### src/rtl/k423_pkg.sv
// Shared definitions for the k423 instruction-fetch slice.
package k423_pkg;

  localparam logic [31:0] K423_RST_PC = 32'h8000_0000;
  localparam int unsigned K423_MAX_OS = 2;

  typedef enum logic [1:0] {
    FS_BOOT,
    FS_FETCH,
    FS_HOLD
  } fetch_state_e;

  // Ordered so that a numerically larger value wins arbitration.
  typedef enum logic [1:0] {
    RP_NONE,
    RP_BPU,
    RP_BJU,
    RP_TRAP
  } redir_prio_e;

endpackage

### src/rtl/utils_adder32.sv
// 32-bit adder, carry out dropped (wraps modulo 2^32).
module utils_adder32 (
  input  logic [31:0] a_i,
  input  logic [31:0] b_i,
  output logic [31:0] sum_o
);

  assign sum_o = a_i + b_i;

endmodule

### src/rtl/utils_fifo.sv
// Small synchronous FIFO with flush; head visible combinationally on pop_data_o.
module utils_fifo #(
  parameter int unsigned DEPTH = 2,
  parameter int unsigned WIDTH = 32,
  localparam int unsigned AW = (DEPTH > 1) ? $clog2(DEPTH) : 1,
  localparam int unsigned CW = $clog2(DEPTH + 1)
) (
  input  logic             clk_i,
  input  logic             rst_n_i,
  input  logic             flush_i,
  input  logic             push_i,
  input  logic [WIDTH-1:0] push_data_i,
  input  logic             pop_i,
  output logic [WIDTH-1:0] pop_data_o,
  output logic [CW-1:0]    count_o
);

  logic [WIDTH-1:0] mem [DEPTH];
  logic [AW-1:0]    rd_ptr, wr_ptr;
  logic [CW-1:0]    cnt;
  logic             full, empty, do_push, do_pop;

  function automatic logic [AW-1:0] ptr_inc(input logic [AW-1:0] p);
    return (p == AW'(DEPTH - 1)) ? '0 : p + 1'b1;
  endfunction

  assign full    = (cnt == CW'(DEPTH));
  assign empty   = (cnt == '0);
  assign do_push = push_i && !full;
  assign do_pop  = pop_i && !empty;

  always_ff @(posedge clk_i or negedge rst_n_i) begin
    if (!rst_n_i) begin
      rd_ptr <= '0;
      wr_ptr <= '0;
      cnt    <= '0;
      for (int unsigned i = 0; i < DEPTH; i++) mem[i] <= '0;
    end else if (flush_i) begin
      rd_ptr <= '0;
      wr_ptr <= '0;
      cnt    <= '0;
    end else begin
      if (do_push) begin
        mem[wr_ptr] <= push_data_i;
        wr_ptr      <= ptr_inc(wr_ptr);
      end
      if (do_pop) rd_ptr <= ptr_inc(rd_ptr);
      cnt <= cnt + CW'(do_push) - CW'(do_pop);
    end
  end

  always_ff @(posedge clk_i) begin
    if (rst_n_i && !flush_i) assert (!(push_i && full));
  end

  assign pop_data_o = mem[rd_ptr];
  assign count_o    = cnt;

endmodule

### src/rtl/k423_if_fetch_ctrl.sv
// Instruction fetch controller: redirect arbitration, credit-limited bus
// issue, stale-response killing and instruction buffering.
module k423_if_fetch_ctrl
  import k423_pkg::*;
#(
  parameter logic [31:0] RST_PC = K423_RST_PC,
  parameter int unsigned MAX_OS = K423_MAX_OS
) (
  input  logic        clk_i,
  input  logic        rst_n_i,
  input  logic        trap_redir_i,
  input  logic [31:0] trap_pc_i,
  input  logic        bju_redir_i,
  input  logic [31:0] bju_pc_i,
  input  logic        bpu_redir_i,
  input  logic [31:0] bpu_pc_i,
  input  logic        stall_i,
  output logic        ibus_req_vld_o,
  output logic [31:0] ibus_req_addr_o,
  input  logic        ibus_req_rdy_i,
  input  logic        ibus_rsp_vld_i,
  input  logic [31:0] ibus_rsp_data_i,
  output logic        inst_vld_o,
  output logic [31:0] inst_o,
  output logic [31:0] inst_pc_o,
  input  logic        if_rdy_i
);

  localparam int unsigned BCW   = $clog2(MAX_OS + 1);
  localparam int unsigned CNT_W = BCW + 3;

  fetch_state_e     state_q, state_d;
  logic [31:0]      fetch_pc_q, fetch_pc_d, pc_plus4, pc_head;
  logic [CNT_W-1:0] os_cnt_q, os_cnt_d, kill_cnt_q, kill_cnt_d, in_use;
  logic             rbuf_vld_q, rbuf_vld_d;
  redir_prio_e      rbuf_prio_q, rbuf_prio_d, new_prio, merged_prio;
  logic [31:0]      rbuf_pc_q, rbuf_pc_d, new_pc, merged_pc;
  logic             redir, take_new, merged_vld, credit, req_vld, hs;
  logic             rsp_live, pc_push, inst_pop;
  logic [BCW-1:0]   pc_cnt, ibuf_cnt;
  logic [63:0]      ibuf_head;

  always_comb begin
    new_prio = RP_NONE;
    new_pc   = '0;
    if (trap_redir_i) begin
      new_prio = RP_TRAP;
      new_pc   = trap_pc_i;
    end else if (bju_redir_i) begin
      new_prio = RP_BJU;
      new_pc   = bju_pc_i;
    end else if (bpu_redir_i) begin
      new_prio = RP_BPU;
      new_pc   = bpu_pc_i;
    end
  end

  // A newer redirect replaces a buffered one unless it is of lower priority.
  assign redir       = (new_prio != RP_NONE);
  assign take_new    = redir && (!rbuf_vld_q || (new_prio >= rbuf_prio_q));
  assign merged_vld  = redir || rbuf_vld_q;
  assign merged_pc   = take_new ? new_pc : rbuf_pc_q;
  assign merged_prio = take_new ? new_prio : rbuf_prio_q;

  assign in_use = os_cnt_q - kill_cnt_q + CNT_W'(ibuf_cnt);
  assign credit = (in_use < CNT_W'(MAX_OS));

  always_comb begin
    state_d = state_q;
    req_vld = 1'b0;
    unique case (state_q)
      FS_BOOT:  state_d = FS_FETCH;
      FS_FETCH: begin
        req_vld = credit && !stall_i;
        if (req_vld && !ibus_req_rdy_i) state_d = FS_HOLD;
      end
      FS_HOLD: begin
        req_vld = 1'b1;
        if (ibus_req_rdy_i) state_d = FS_FETCH;
      end
      default:  state_d = FS_BOOT;
    endcase
  end

  assign hs       = req_vld && ibus_req_rdy_i;
  assign rsp_live = ibus_rsp_vld_i && !redir && (kill_cnt_q == '0);
  // A request completing under a pending or same-cycle redirect is stale.
  assign pc_push  = hs && !merged_vld;

  always_comb begin
    os_cnt_d    = os_cnt_q + CNT_W'(hs) - CNT_W'(ibus_rsp_vld_i);
    kill_cnt_d  = kill_cnt_q - CNT_W'(ibus_rsp_vld_i && (kill_cnt_q != '0))
                + CNT_W'(hs && rbuf_vld_q);
    fetch_pc_d  = fetch_pc_q;
    rbuf_vld_d  = rbuf_vld_q;
    rbuf_pc_d   = rbuf_pc_q;
    rbuf_prio_d = rbuf_prio_q;
    if (redir) kill_cnt_d = os_cnt_d;
    if (hs) begin
      fetch_pc_d = merged_vld ? merged_pc : pc_plus4;
      rbuf_vld_d = 1'b0;
    end else if (redir && req_vld) begin
      rbuf_vld_d  = 1'b1;
      rbuf_pc_d   = merged_pc;
      rbuf_prio_d = merged_prio;
    end else if (redir) begin
      fetch_pc_d = new_pc;
    end
  end

  always_ff @(posedge clk_i or negedge rst_n_i) begin
    if (!rst_n_i) begin
      state_q     <= FS_BOOT;
      fetch_pc_q  <= RST_PC;
      os_cnt_q    <= '0;
      kill_cnt_q  <= '0;
      rbuf_vld_q  <= 1'b0;
      rbuf_pc_q   <= '0;
      rbuf_prio_q <= RP_NONE;
    end else begin
      state_q     <= state_d;
      fetch_pc_q  <= fetch_pc_d;
      os_cnt_q    <= os_cnt_d;
      kill_cnt_q  <= kill_cnt_d;
      rbuf_vld_q  <= rbuf_vld_d;
      rbuf_pc_q   <= rbuf_pc_d;
      rbuf_prio_q <= rbuf_prio_d;
    end
  end

  // Live outstanding requests are exactly those still tracked in the PC FIFO.
  always_ff @(posedge clk_i) begin
    if (rst_n_i) assert (CNT_W'(pc_cnt) == (os_cnt_q - kill_cnt_q));
  end

  utils_adder32 u_pc_add (
    .a_i  (fetch_pc_q),
    .b_i  (32'd4),
    .sum_o(pc_plus4)
  );

  utils_fifo #(.DEPTH(MAX_OS), .WIDTH(32)) u_pc_fifo (
    .clk_i      (clk_i),
    .rst_n_i    (rst_n_i),
    .flush_i    (redir),
    .push_i     (pc_push),
    .push_data_i(fetch_pc_q),
    .pop_i      (rsp_live),
    .pop_data_o (pc_head),
    .count_o    (pc_cnt)
  );

  utils_fifo #(.DEPTH(MAX_OS), .WIDTH(64)) u_ibuf (
    .clk_i      (clk_i),
    .rst_n_i    (rst_n_i),
    .flush_i    (redir),
    .push_i     (rsp_live),
    .push_data_i({ibus_rsp_data_i, pc_head}),
    .pop_i      (inst_pop),
    .pop_data_o (ibuf_head),
    .count_o    (ibuf_cnt)
  );

  assign inst_vld_o         = (ibuf_cnt != '0);
  assign inst_pop           = inst_vld_o && if_rdy_i;
  assign {inst_o, inst_pc_o} = ibuf_head;
  assign ibus_req_vld_o     = req_vld;
  assign ibus_req_addr_o    = fetch_pc_q;

endmodule

### config.mk
export PLATFORM = sky130hd
export DESIGN_NAME = k423_if_fetch_ctrl
export DESIGN_NICKNAME = d
export VERILOG_FILES = /design/src/rtl/k423_pkg.sv /design/src/rtl/utils_adder32.sv /design/src/rtl/utils_fifo.sv /design/src/rtl/k423_if_fetch_ctrl.sv
export SDC_FILE = /design/constraint.sdc
export NUM_CORES = 1
export LEC_CHECK = 0
export BUFFER_PORTS_ARGS = -buffer_cell sky130_fd_sc_hd__buf_4
export CAP_MARGIN = 25
export CORE_ASPECT_RATIO = 0.75
export CORE_UTILIZATION = 50
export DETAILED_ROUTE_END_ITERATION = 7
export PLACE_DENSITY = 0.79
export SLEW_MARGIN = 20
export SYNTH_ARGS = -nofsm -noshare
export SYNTH_HDL_FRONTEND = slang
export SYNTH_SLANG_ARGS = --single-unit
### constraint.sdc
create_clock -name clk_i -period 6.2 [get_ports clk_i]
set_clock_uncertainty 0.2 [all_clocks]
set_input_delay 0.62 -clock clk_i [delete_from_list [all_inputs] [get_ports clk_i]]
set_output_delay 0.62 -clock clk_i [all_outputs]
set_load 0.01 [all_outputs]
Word level (Yosys, flattened, before mapping) --
Index checks and enable logic that the tools add are counted.
Cells by class: equality and inequality tests 7, mux-type cells 44, add/sub/neg operators 15, bitwise logic cells 6, reduce and logical (&&, ||, !) cells 47, $lt $le $gt $ge 8
Operator list (number):
- $mux 32 | 12
- $mux 64 | 4
- $bwmux 128 | 1
- $bwmux 64 | 1
- $demux 64 s1 | 1
- $add 32x3->32 const B | 1
- $demux 32 s1 | 1
- $logic_and 1x1->1 | 17
- $reduce_bool 2->1 | 8
- $mux 1 | 15
- $mux 2 | 6
- $add 5x1->5 | 2
- $reduce_and 2->1 | 5
- $sub 5x1->5 | 2
- $logic_not 1->1 | 9
- $ge 2x2->1 const B | 4
- $not 1->2 | 4
- $eq 2x2->1 const B | 3
- $logic_not 2->1 | 3
- $ne 2x2->1 const B | 3
- $pmux 2 s3 | 1
- $add 5x2->5 | 1
- $logic_not 5->1 | 1
- $lt 5x2->1 const B | 1
- other kinds (13) | 21
Word-level totals: word-level logic and storage cells 144, bits of input ports 137, output and inout port bits 98, register bits 279

Longest topological paths before layout --
Gate-level depths: netlist of run 1.
depth in word-level cells 11, gate-level depth with buffers 24, mapped depth without buffers 21

Cells and area by module --
Synthesis of run 1 repeated with hierarchy kept, for this count alone.
Second synthesis, totals: cells, all modules 1388, area, all modules 15401.0 µm²
By module, submodules not included:
- utils_fifo at u_ibuf | sequential area each 3303.2 µm², cells an instance 364, times used 1, area an instance 5776.8 µm²
- k423_if_fetch_ctrl | sequential area each 1978.1 µm², cells an instance 605, times used 1, area an instance 5004.8 µm²
- utils_fifo at u_pc_fifo | sequential area each 1701.6 µm², cells an instance 194, times used 1, area an instance 2995.4 µm²
- utils_adder32 | sequential area each 0.0 µm², cells an instance 225, times used 1, area an instance 1624.1 µm²

Least setup slack after synthesis of run 1 --
No wires, ideal clock.
kind reg-to-reg, start register os_cnt_q[1], end register kill_cnt_q[4], slack 1.294 ns, arrival 4.570 ns, data required time 5.864 ns, period minus slack after synthesis 4.906 ns, buffers on the path 3, cell stages (with the launch flop) 24, library setup time 0.136 ns, path through dfrtp_1 inv_1 fa_1 fa_1 xnor2_1 nor3b_1 nand3_1 or4_1 buf_2 a21oi_4 buf_1 clkbuf_1 nand2_1 ha_1 inv_1 ha_1 inv_1 fa_1 inv_1 a21oi_1 nor2_1 nor2_1 xnor2_1 o21ai_0
Between the ends: longest elaborated chain between the ends 9, elaborated cells on any way between the ends 11, classes of those cells add/sub (5); order compare (1); mux (2); reduce/logical (3)
RTL lines:
- from (decl) | RTL line k423_if_fetch_ctrl.sv:34 | logic [CNT_W-1:0] os_cnt_q, os_cnt_d, kill_cnt_q, kill_cnt_d, in_use;
- from (signal assigned) | RTL line k423_if_fetch_ctrl.sv:123 | os_cnt_q <= os_cnt_d;
- $sub 5x5->5 | RTL line k423_if_fetch_ctrl.sv:65 | assign in_use = os_cnt_q - kill_cnt_q + CNT_W'(ibuf_cnt);
- $add 5x2->5 | RTL line k423_if_fetch_ctrl.sv:65
- $lt 5x2->1 | RTL line k423_if_fetch_ctrl.sv:66 | assign credit = (in_use < CNT_W'(MAX_OS));
- $logic_and 1x1->1 | RTL line k423_if_fetch_ctrl.sv:74 | req_vld = credit && !stall_i;
- $pmux 1 s2 | RTL line k423_if_fetch_ctrl.sv:71 | unique case (state_q)
- $logic_and 1x1->1 | RTL line k423_if_fetch_ctrl.sv:85 | assign hs = req_vld && ibus_req_rdy_i;
- $add 5x1->5 or $logic_and 1x1->1 (tied branches) | RTL line k423_if_fetch_ctrl.sv:91, k423_if_fetch_ctrl.sv:93
- $sub 5x1->5 or $add 5x1->5 (tied branches) | RTL line k423_if_fetch_ctrl.sv:91, k423_if_fetch_ctrl.sv:93
- $mux 5 (*) | RTL line k423_if_fetch_ctrl.sv:98 | if (redir) kill_cnt_d = os_cnt_d;
- via kill_cnt_d[4] | RTL line k423_if_fetch_ctrl.sv:34
- to (signal assigned) | RTL line k423_if_fetch_ctrl.sv:124 | kill_cnt_q <= kill_cnt_d;
- to (decl) | RTL line k423_if_fetch_ctrl.sv:34
The timed path passes the listed nets; every way through them passes the cells marked *. A chain may end at the register's enable or synchronous reset.

Worst setup path in the final report of run 1 --
start register os_cnt_q[1], end register kill_cnt_q[4]
Between the ends: longest elaborated chain between the ends 9, elaborated cells on any way between the ends 11, classes of those cells add/sub (5); order compare (1); mux (2); reduce/logical (3)
RTL lines:
- $sub 5x5->5 | RTL line k423_if_fetch_ctrl.sv:65
- $add 5x2->5 | RTL line k423_if_fetch_ctrl.sv:65
- $lt 5x2->1 | RTL line k423_if_fetch_ctrl.sv:66
- $logic_and 1x1->1 | RTL line k423_if_fetch_ctrl.sv:74
- $pmux 1 s2 | RTL line k423_if_fetch_ctrl.sv:71
- $logic_and 1x1->1 | RTL line k423_if_fetch_ctrl.sv:85
- $add 5x1->5 (*) | RTL line k423_if_fetch_ctrl.sv:91 | os_cnt_d = os_cnt_q + CNT_W'(hs) - CNT_W'(ibus_rsp_vld_i);
- $sub 5x1->5 (*) | RTL line k423_if_fetch_ctrl.sv:91
- via os_cnt_d[4] | RTL line k423_if_fetch_ctrl.sv:34
- $mux 5 (*) | RTL line k423_if_fetch_ctrl.sv:98
- via kill_cnt_d[4] | RTL line k423_if_fetch_ctrl.sv:34
Marks and branches as above.

==> key figures, run 1 <==
Clocking
  – Clock Tree Buf Depth: 3
  – Clk sink count: 279
  – # Post-CTS Setup Buffers: 0
  – CTS tree: yes
  – TritonCTS Buffers: 28
  – Clock root buffer: clkbuf_16
  – Clk_lat worst skew: 0.56 ns
  – Worst-path clk slew: 0.06 ns
  – CTS H-tree lvls: 1

Pwr
  – Net Sw Power: 2.48 mW
  – PnR Total Power: 6.90 mW
  – Switching share of power: 36.0%
  – Seq pwr share: 40.1%
  – Maximum vdd drop: 0.209 mV
  – Power Internal: 4.42 mW
  – Clock power share: 24.7%
  – PwrDens: 408 nW/µm²
  – Logic pwr share: 35.2%
  – Leakage Power: 8.20 nW

Place
  – Routability cong.: 0.860
  – Number of cells after detailed placement: 1,793
  – Half-perimeter wire length after placement: 24.4 mm
  – PortBufs: 234
  – Dpl ws: 1.20 ns

Final layout
  – Area delta synth->final: 21.1%
  – Final cell count without fillers: 1,847
  – Ratio of cells with drive above 1 in the final layout: 31.1%
  – Nets: 1,644
  – Diodes inserted: 0

Worst setup path
  – CP max FO: 19
  – Worst-path cell chain: inv_1 > fa_1 > fa_1 > xnor2_1 > nor3b_1 > nand3_1 > or4_1 > a21oi_4 > inv_2 > ha_1 > inv_1 > ha_1 > inv_1 > fa_1 > inv_1 > a21o_1 > a21oi_1 > xnor2_1 > nand2_1 > o21ai_0
  – Crit path DAT: 5.28 ns
  – Top delay family on crit path: adder cells
  – WP buf/inv: 5
  – CP required: 6.39 ns
  – Crit-path slowest cell: or4_1
  – Max stage delay on crit path: 0.59 ns
  – Reg2reg setup slack: 1.11 ns
  – CP endpoint kind: flop
  – Most used cell, CP: inv_1
  – WS Path Type: flop to flop
  – Worst setup SP type: flop

Synth
  – Post-synth ARST share: 100%
  – Synth Net Count: 1,452
  – Synth area leaders: dfrtp_1 (50%), mux2_2 (12%), mux2_1 (4.8%)
  – Synth Flop Type: dfrtp_1
  – List of most frequent post-synthesis cells: dfrtp_1 (278), mux2_2 (145), nand2_1 (119)
  – Post-synthesis sequential area ratio: 50.0%
  – Top cell type's share of synthesized area: 49.8%
  – Number of flops mapped to enable cells by yosys: 0
  – Largest area contributor in the netlist: dfrtp_1
  – Count leader, synth: dfrtp_1
  – Post-synthesis register bit count: 279
  – Synth cell types: 55
  – Syn Area/Cell: 10.9 µm²
  – Synth warn: 0
  – Post-synthesis instance total: 1,282
  – Synthesized cell area: 14,000 µm²

Die
  – Starting Density: 51.3%
  – Io pins: 235
  – Core Region: 27,200 µm²
  – Die ar.: 28,600 µm²
  – # rows: 52
  – Die extent in x: 195 µm
  – Die height: 147 µm

Hold path
  – Worst hold path class: input pin to flop

Detailed routing
  – Wl on met1: 16.1 mm
  – Final WL: 35.4 mm
  – Initial DRC count: 781
  – Met3 wire len: 2.33 mm
  – First-pass detailed-route iteration total: 5
  – DR WL/cell: 19.2 µm
  – Met2 routed WL: 16.2 mm
  – Routed vias/inst: 5.75
  – Vias after detailed routing: 10,600
  – DRC violations left: 0
  – Final ANT Viol Nets: 0
  – DR top layer: met4

Timing
  – Worst slew pin tran: 1.04 ns
  – Final min period: 5.09 ns
  – Final period util: 82.1%
  – Fin worst setup slack: 1.11 ns
  – RSZ-0062 raised after global routing: no
  – Max Slew Vio Count: 0
  – Hold slack: 0.117 ns
  – Slew margin rel.: 30.9%
  – Final setup TNS: 0 ns
  – Setup-failing EPs final: 0
  – Fmax: 0.196 GHz
  – Fin. Hold Viols: 0

Global routing
  – First-pass GRT wire length: 57.1 mm
  – Gr ovfl total: 0
  – Vias in the first global route: 10,600
  – Gr usage total: 25.0%
  – Largest net degree at the start of global routing: 116
  – Initial antenna violation count: 0

Outcome
  – Status: complete, no violations

Job
  – Max Cap Viol: 0
cell families after synthesis:
group | synth area share (%)
AOI/OAI and AO/OA | 11.9
xor gates and xnor gates | 2.95
adders and majority gates | 3.17
buffers and inverters | 3.67
DFF | 50.0
muxes | 19.0
and+or+nand+nor | 9.31
area by class of cell:
cell class,count,area (µm²)
Fill cell,2149,10300
Tap cell,351,439
Inverter,38,143
Clock inverter,17,155
Multi-Input combinational cell,877,6490
Timing Repair Buffer,250,1910
Sequential cell,279,6990
Clock buffer,35,787
metrics by stage:
| step | area (µm²) | utilization (%) |
|---|---|---|
| after detailed placement | 16000 | 58.6 |
| after floorplan | 14000 | - |
| final | 16900 | 62.2 |
| after CTS | 16900 | 62.2 |
| after global routing | 16900 | 62.2 |
| after global placement | 16000 | 58.6 |
routing by layer:
metal / GRT usage, % / up-vias
met5: 0 / -
met4: 6.77 / 0
met3: 3.83 / 50
met2: 39.2 / 418
met1: 36.1 / 5217
li1: - / 4939
final timing paths:
| path | startpoint | endpoint | cells past startpoint |
|---|---|---|---|
| hold reg to reg | u_ibuf.mem[30]$_DFFE_PN0P_ | u_ibuf.mem[30]$_DFFE_PN0P_ | 2 |
| setup reg to reg | os_cnt_q[1]$_DFF_PN0_ | kill_cnt_q[4]$_DFF_PN0_ | 20 |
| setup / recovery | os_cnt_q[1]$_DFF_PN0_ | kill_cnt_q[4]$_DFF_PN0_ | 20 |
| max in group asynchronous | rst_n_i | u_ibuf.mem[41]$_DFFE_PN0P_ | 3 |
| hold / removal | ibus_rsp_data_i[6] | u_ibuf.mem[38]$_DFFE_PN0P_ | 2 |
| min in group asynchronous | rst_n_i | u_ibuf.mem[96]$_DFFE_PN0P_ | 2 |
power by group through the flow:
stage	registers, mW	logic [mW]	clock network, mW
after floorplan	2.62	1.56	0
after global placement	2.76	2.33	0
after detailed placement	2.79	2.41	0
after CTS	2.76	2.42	1.74
after global routing	2.83	2.68	1.82
final	2.77	2.43	1.71
cell usage in the layout (no fill, tap or decap), types with 7 or more instances in the layout:
master     synthesis  final
nand3_1           22     22
mux2i_1           35     35
xnor2_1           29     29
nor3_1            19     18
mux2_1            59     59
a22oi_1           34     34
o21ai_0           84     84
clkinv_2           0     11
o211ai_1          11     11
inv_1             37     37
ha_1              29     29
nand2_1          119    118
buf_4              3    246
a21oi_1           78     78
and3_1             7      7
a211oi_1           9      9
mux2_2           145    145
xor2_1            18     18
a221oi_1          19     19
dfrtp_1          278    276
nor2_1            90     90
clkbuf_16          0     28
registers in the layout (all words and copies together), names as in the netlist:
| signal | flops |
|---|---|
| os_cnt_q | 5 |
| rbuf_pc_q | 32 |
| rbuf_vld_q | 1 |
| u_ibuf.mem | 128 |
| u_pc_fifo.wr_ptr | 1 |
| ibus_req_addr_o | 32 |
| u_pc_fifo.count_o | 2 |
| u_pc_fifo.rd_ptr | 1 |
| u_pc_fifo.mem | 64 |
| rbuf_prio_q | 2 |
| kill_cnt_q | 5 |
| u_ibuf.wr_ptr | 1 |
| u_ibuf.count_o | 2 |
| u_ibuf.rd_ptr | 1 |
| state_q | 2 |
timing repair:
action,CTS,global route
gates resized for setup,0,0
setup endpoints to repair,0,0
hold buffers,1,0
hold endpoints to repair,38,0
No activity file was read; power rests on OpenSTA's default activity.
==> run 2: changes to the inputs <==
--- a/config.mk
+++ b/config.mk
@@ -5,6 +5,7 @@
 export SDC_FILE = /design/constraint.sdc
 export NUM_CORES = 1
 export LEC_CHECK = 0
+export ABC_AREA = 1
 export BUFFER_PORTS_ARGS = -buffer_cell sky130_fd_sc_hd__buf_4
 export CAP_MARGIN = 25
 export CORE_ASPECT_RATIO = 0.75
==> constraint.sdc (replaced) <==
create_clock -name clk_i -period 5.1 [get_ports clk_i]
set_clock_uncertainty 0.2 [all_clocks]
set_input_delay 0.51 -clock clk_i [delete_from_list [all_inputs] [get_ports clk_i]]
set_output_delay 0.51 -clock clk_i [all_outputs]
set_load 0.01 [all_outputs]
==> run 2 against run 1 <==
Routed wire length rose by 19%. Critical path depth fell by 1. Design area rose by 6.7%. First-iteration DRC count rose by 69%. Critical endpoint unchanged. Sequential power rose by 22%. Hold slack got worse by 0.089 ns. Non-clock buffer count rose by 6.
==> key figures, run 2 <==
Final layout
  – Largest reg by FF count: u_ibuf.mem (unchanged)
  – Regs by FF count: u_ibuf.mem: 128 flops, u_pc_fifo.mem: 64 flops (unchanged)
  – Nets: 2,426 (was 1,644)
  – Area delta synth->final: 18.9% (was 21.1%)
  – Final instance area: 18,000 µm² (was 16,900 µm²)
  – Ratio of cells with drive above 1 in the final layout: 14.4% (was 31.1%)
  – Most common cell after layout, fill and taps aside: nand2_1 (was dfrtp_1)
  – Finished Core Util: 61.3% (was 62.2%)
  – Most frequent cells in the layout: nand2_1 (845), dfrtp_1 (277), buf_4 (252) (was dfrtp_1 (276), buf_4 (246), mux2_2 (145))
  – Number of flip-flops under the largest register name: 128 (unchanged)
  – Diodes inserted: 0 (unchanged)

Detailed routing
  – Final WL: 42.3 mm (was 35.4 mm)
  – Final ANT Viol Nets: 0 (unchanged)
  – DR WL/cell: 15.8 µm (was 19.2 µm)
  – First-pass detailed-route iteration total: 6 (was 5)
  – DRC violations left: 0 (unchanged)
  – Routed vias/inst: 5.36 (was 5.75)
  – Vias after detailed routing: 14,300 (was 10,600)
  – Initial DRC count: 1,323 (was 781)

Timing
  – Fmax: 0.227 GHz (was 0.196 GHz)
  – Slew margin rel.: 33.5% (was 30.9%)
  – Fin. Hold Viols: 0 (unchanged)
  – RSZ-0062 raised after global routing: no (unchanged)
  – Final setup TNS: 0 ns (unchanged)
  – Final min period: 4.40 ns (was 5.09 ns)
  – Worst slew pin tran: 0.997 ns (was 1.04 ns)
  – Final period util: 86.2% (was 82.1%)
  – Fin worst setup slack: 0.704 ns (was 1.11 ns)
  – Setup-failing EPs final: 0 (unchanged)
  – Max Slew Vio Count: 0 (unchanged)

Clocking
  – Hold_buf cts: 1 (unchanged)
  – Worst-path clk slew: 0.07 ns (was 0.06 ns)
  – PostCTS Resize Cnt: 0 (unchanged)
  – # Post-CTS Setup Buffers: 0 (unchanged)
  – Clock root buffer: clkbuf_16 (unchanged)
  – Clk_lat worst skew: 0.55 ns (was 0.56 ns)
  – TritonCTS Buffers: 28 (unchanged)
  – CTS tree: yes (unchanged)
  – Clock Tree Buf Depth: 3 (unchanged)
  – CTS H-tree lvls: 1 (unchanged)
  – Clk sink count: 279 (unchanged)

Global routing
  – Grt met1 use: 39.3% (was 36.1%)
  – GRT busiest layer: met2 (unchanged)
  – Vias in the first global route: 13,800 (was 10,600)
  – Met2 Usage GRT: 44.2% (was 39.2%)
  – GR Layer Usage met3: 4.09% (was 3.83%)
  – Gr ovfl total: 0 (unchanged)
  – Gr usage total: 27.6% (was 25.0%)
  – Largest net degree at the start of global routing: 130 (was 116)
  – Initial antenna violation count: 0 (unchanged)
  – First-pass GRT wire length: 70.0 mm (was 57.1 mm)

Synth
  – Synth Net Count: 2,265 (was 1,452)
  – Synth warn: 0 (unchanged)
  – Post-synth ARST share: 100% (unchanged)
  – Post-synthesis instance total: 2,095 (was 1,282)
  – Synthesized cell area: 15,200 µm² (was 14,000 µm²)
  – Synth Flop Type: dfrtp_1 (unchanged)
  – Count leader, synth: nand2_1 (was dfrtp_1)
  – List of most frequent post-synthesis cells: nand2_1 (846), dfrtp_1 (278), o21ai_0 (228) (was dfrtp_1 (278), mux2_2 (145), nand2_1 (119))
  – Post-synthesis register bit count: 279 (unchanged)
  – Synth cell types: 37 (was 55)
  – Synth area leaders: dfrtp_1 (46%), nand2_1 (21%), o21ai_0 (7.5%) (was dfrtp_1 (50%), mux2_2 (12%), mux2_1 (4.8%))
  – Syn Area/Cell: 7.24 µm² (was 10.9 µm²)
  – Largest area contributor in the netlist: dfrtp_1 (unchanged)
  – Top cell type's share of synthesized area: 45.8% (was 49.8%)
  – Post-synthesis sequential area ratio: 46.0% (was 50.0%)
  – Number of flops mapped to enable cells by yosys: 0 (unchanged)

Worst setup path
  – Worst r2r src: os_cnt_q[1]$_DFF_PN0_ (unchanged)
  – Crit path DAT: 4.61 ns (was 5.28 ns)
  – Crit-path slowest cell: fa_1 (was or4_1)
  – CP endpoint kind: flop (unchanged)
  – Worst-path cell chain: inv_1 > fa_1 > fa_1 > xnor2_1 > nor2_1 > nand2_1 > nor2_2 > nand3_1 > nand2_2 > nand3_4 > buf_4 > ha_1 > inv_1 > ha_1 > inv_1 > fa_1 > o21ai_0 > xnor2_1 > o21ai_0 (was inv_1 > fa_1 > fa_1 > xnor2_1 > nor3b_1 > nand3_1 > or4_1 > a21oi_4 > inv_2 > ha_1 > inv_1 > ha_1 > inv_1 > fa_1 > inv_1 > a21o_1 > a21oi_1 > xnor2_1 > nand2_1 > o21ai_0)
  – WS Path Type: flop to flop (unchanged)
  – CP required: 5.31 ns (was 6.39 ns)
  – Crit path capture: kill_cnt_q[4]$_DFF_PN0_ (unchanged)
  – Max stage delay on crit path: 0.54 ns (was 0.59 ns)
  – Top delay family on crit path: adder cells (unchanged)
  – Worst setup SP type: flop (unchanged)
  – R2R cell count: 19 (was 20)
  – CP startpoint: os_cnt_q[1]$_DFF_PN0_ (unchanged)
  – Reg2reg setup slack: 0.70 ns (was 1.11 ns)
  – WP buf/inv: 4 (was 5)
  – CP max FO: 35 (was 19)
  – Crit path depth: 19 (was 20)
  – Reg-to-reg endpoint: kill_cnt_q[4]$_DFF_PN0_ (unchanged)

Die
  – Die ar.: 31,100 µm² (was 28,600 µm²)
  – # rows: 54 (was 52)
  – Core Region: 29,500 µm² (was 27,200 µm²)
  – Die extent in x: 203 µm (was 195 µm)
  – Die height: 153 µm (was 147 µm)
  – Starting Density: 51.5% (was 51.3%)
  – Io pins: 235 (unchanged)

Place
  – Half-perimeter wire length after placement: 28.5 mm (was 24.4 mm)
  – PortBufs: 234 (unchanged)
  – Dpl ws: 0.775 ns (was 1.20 ns)
  – Routability cong.: 0.892 (was 0.860)
  – Placed inst area: 17,100 µm² (was 16,000 µm²)

Outcome
  – Status: complete, no violations (unchanged)

Pwr
  – PwrDens: 483 nW/µm² (was 408 nW/µm²)
  – Maximum vdd drop: 0.368 mV (was 0.209 mV)
  – PnR Total Power: 8.71 mW (was 6.90 mW)
  – Leakage Power: 9.51 nW (was 8.20 nW)

Hold path
  – Worst hold path class: input pin to flop (unchanged)

Job
  – Max Cap Viol: 0 (unchanged)
-- run 2: cell type report --
type / count / area [µm²]
fill: 2677 / 11400
sequential: 279 / 6980
multi-input combinational: 1498 / 6920
timing repair buffer: 256 / 1950
clock buffer: 43 / 838
inverter: 193 / 724
tap: 392 / 490
clock inverter: 9 / 134
-- run 2: report_power, final --
| group | switching, mW | total, mW | internal, mW |
|---|---|---|---|
| logic | 1.93 | 3.15 | 1.22 |
| registers | 0.606 | 3.39 | 2.78 |
| clock network | 0.894 | 2.18 | 1.29 |
-- run 2: worst min path at each step --
stage	slack [ns]	startpoint	to	cells after the start
final	0.03	ibus_rsp_data_i[24]	u_ibuf.mem[56]$_DFFE_PN0P_	3
after global routing	0.03	ibus_rsp_data_i[24]	u_ibuf.mem[56]$_DFFE_PN0P_	3
after CTS	0.01	ibus_rsp_data_i[24]	u_ibuf.mem[56]$_DFFE_PN0P_	3
after detailed placement	0.26	u_pc_fifo.mem[29]$_DFFE_PN0P_	u_pc_fifo.mem[29]$_DFFE_PN0P_	2
after global placement	0.25	u_ibuf.mem[5]$_DFFE_PN0P_	u_ibuf.mem[5]$_DFFE_PN0P_	2
after floorplan	0.01	rst_n_i	ibus_req_addr_o[0]$_DFFE_PN0P_	0
-- run 2: routing by layer --
metal	vias up	routed length (µm)
li1	6993	-
met1	6725	18600
met2	513	19700
met3	73	3000
met4	0	953
met5	-	0
-- run 2: worst reg2reg max path, delay by kind of cell, from the launching register on --
family                   cells  cell delay, ns
flip-flops                   1            0.40
buffers and inverters        4            0.48
adder cells (fa/ha/maj)      5            1.92
AND/OR/NAND/NOR              6            0.61
AO/OA/AOI/OAI                2            0.33
XOR/XNOR                     2            0.32
-- run 2: kinds of logic after synthesis --
family / Yosys count / share of synthesized area [%]
xor gates and xnor gates: 21 / 1.21
DFF: 279 / 46.0
AOI/OAI and AO/OA: 308 / 10.5
adders and majority gates: 33 / 2.92
and+or+nand+nor: 1136 / 30.9
buffers and inverters: 318 / 8.51
-- run 2: metrics by stage --
stage / hold slack, ns / std cells
after floorplan: 0.0144 / 2095
after CTS: 0.0123 / 2670
final: 0.0279 / 2670
after detailed placement: 0.258 / 2617
after global routing: 0.0344 / 2670
after global placement: 0.253 / 2616
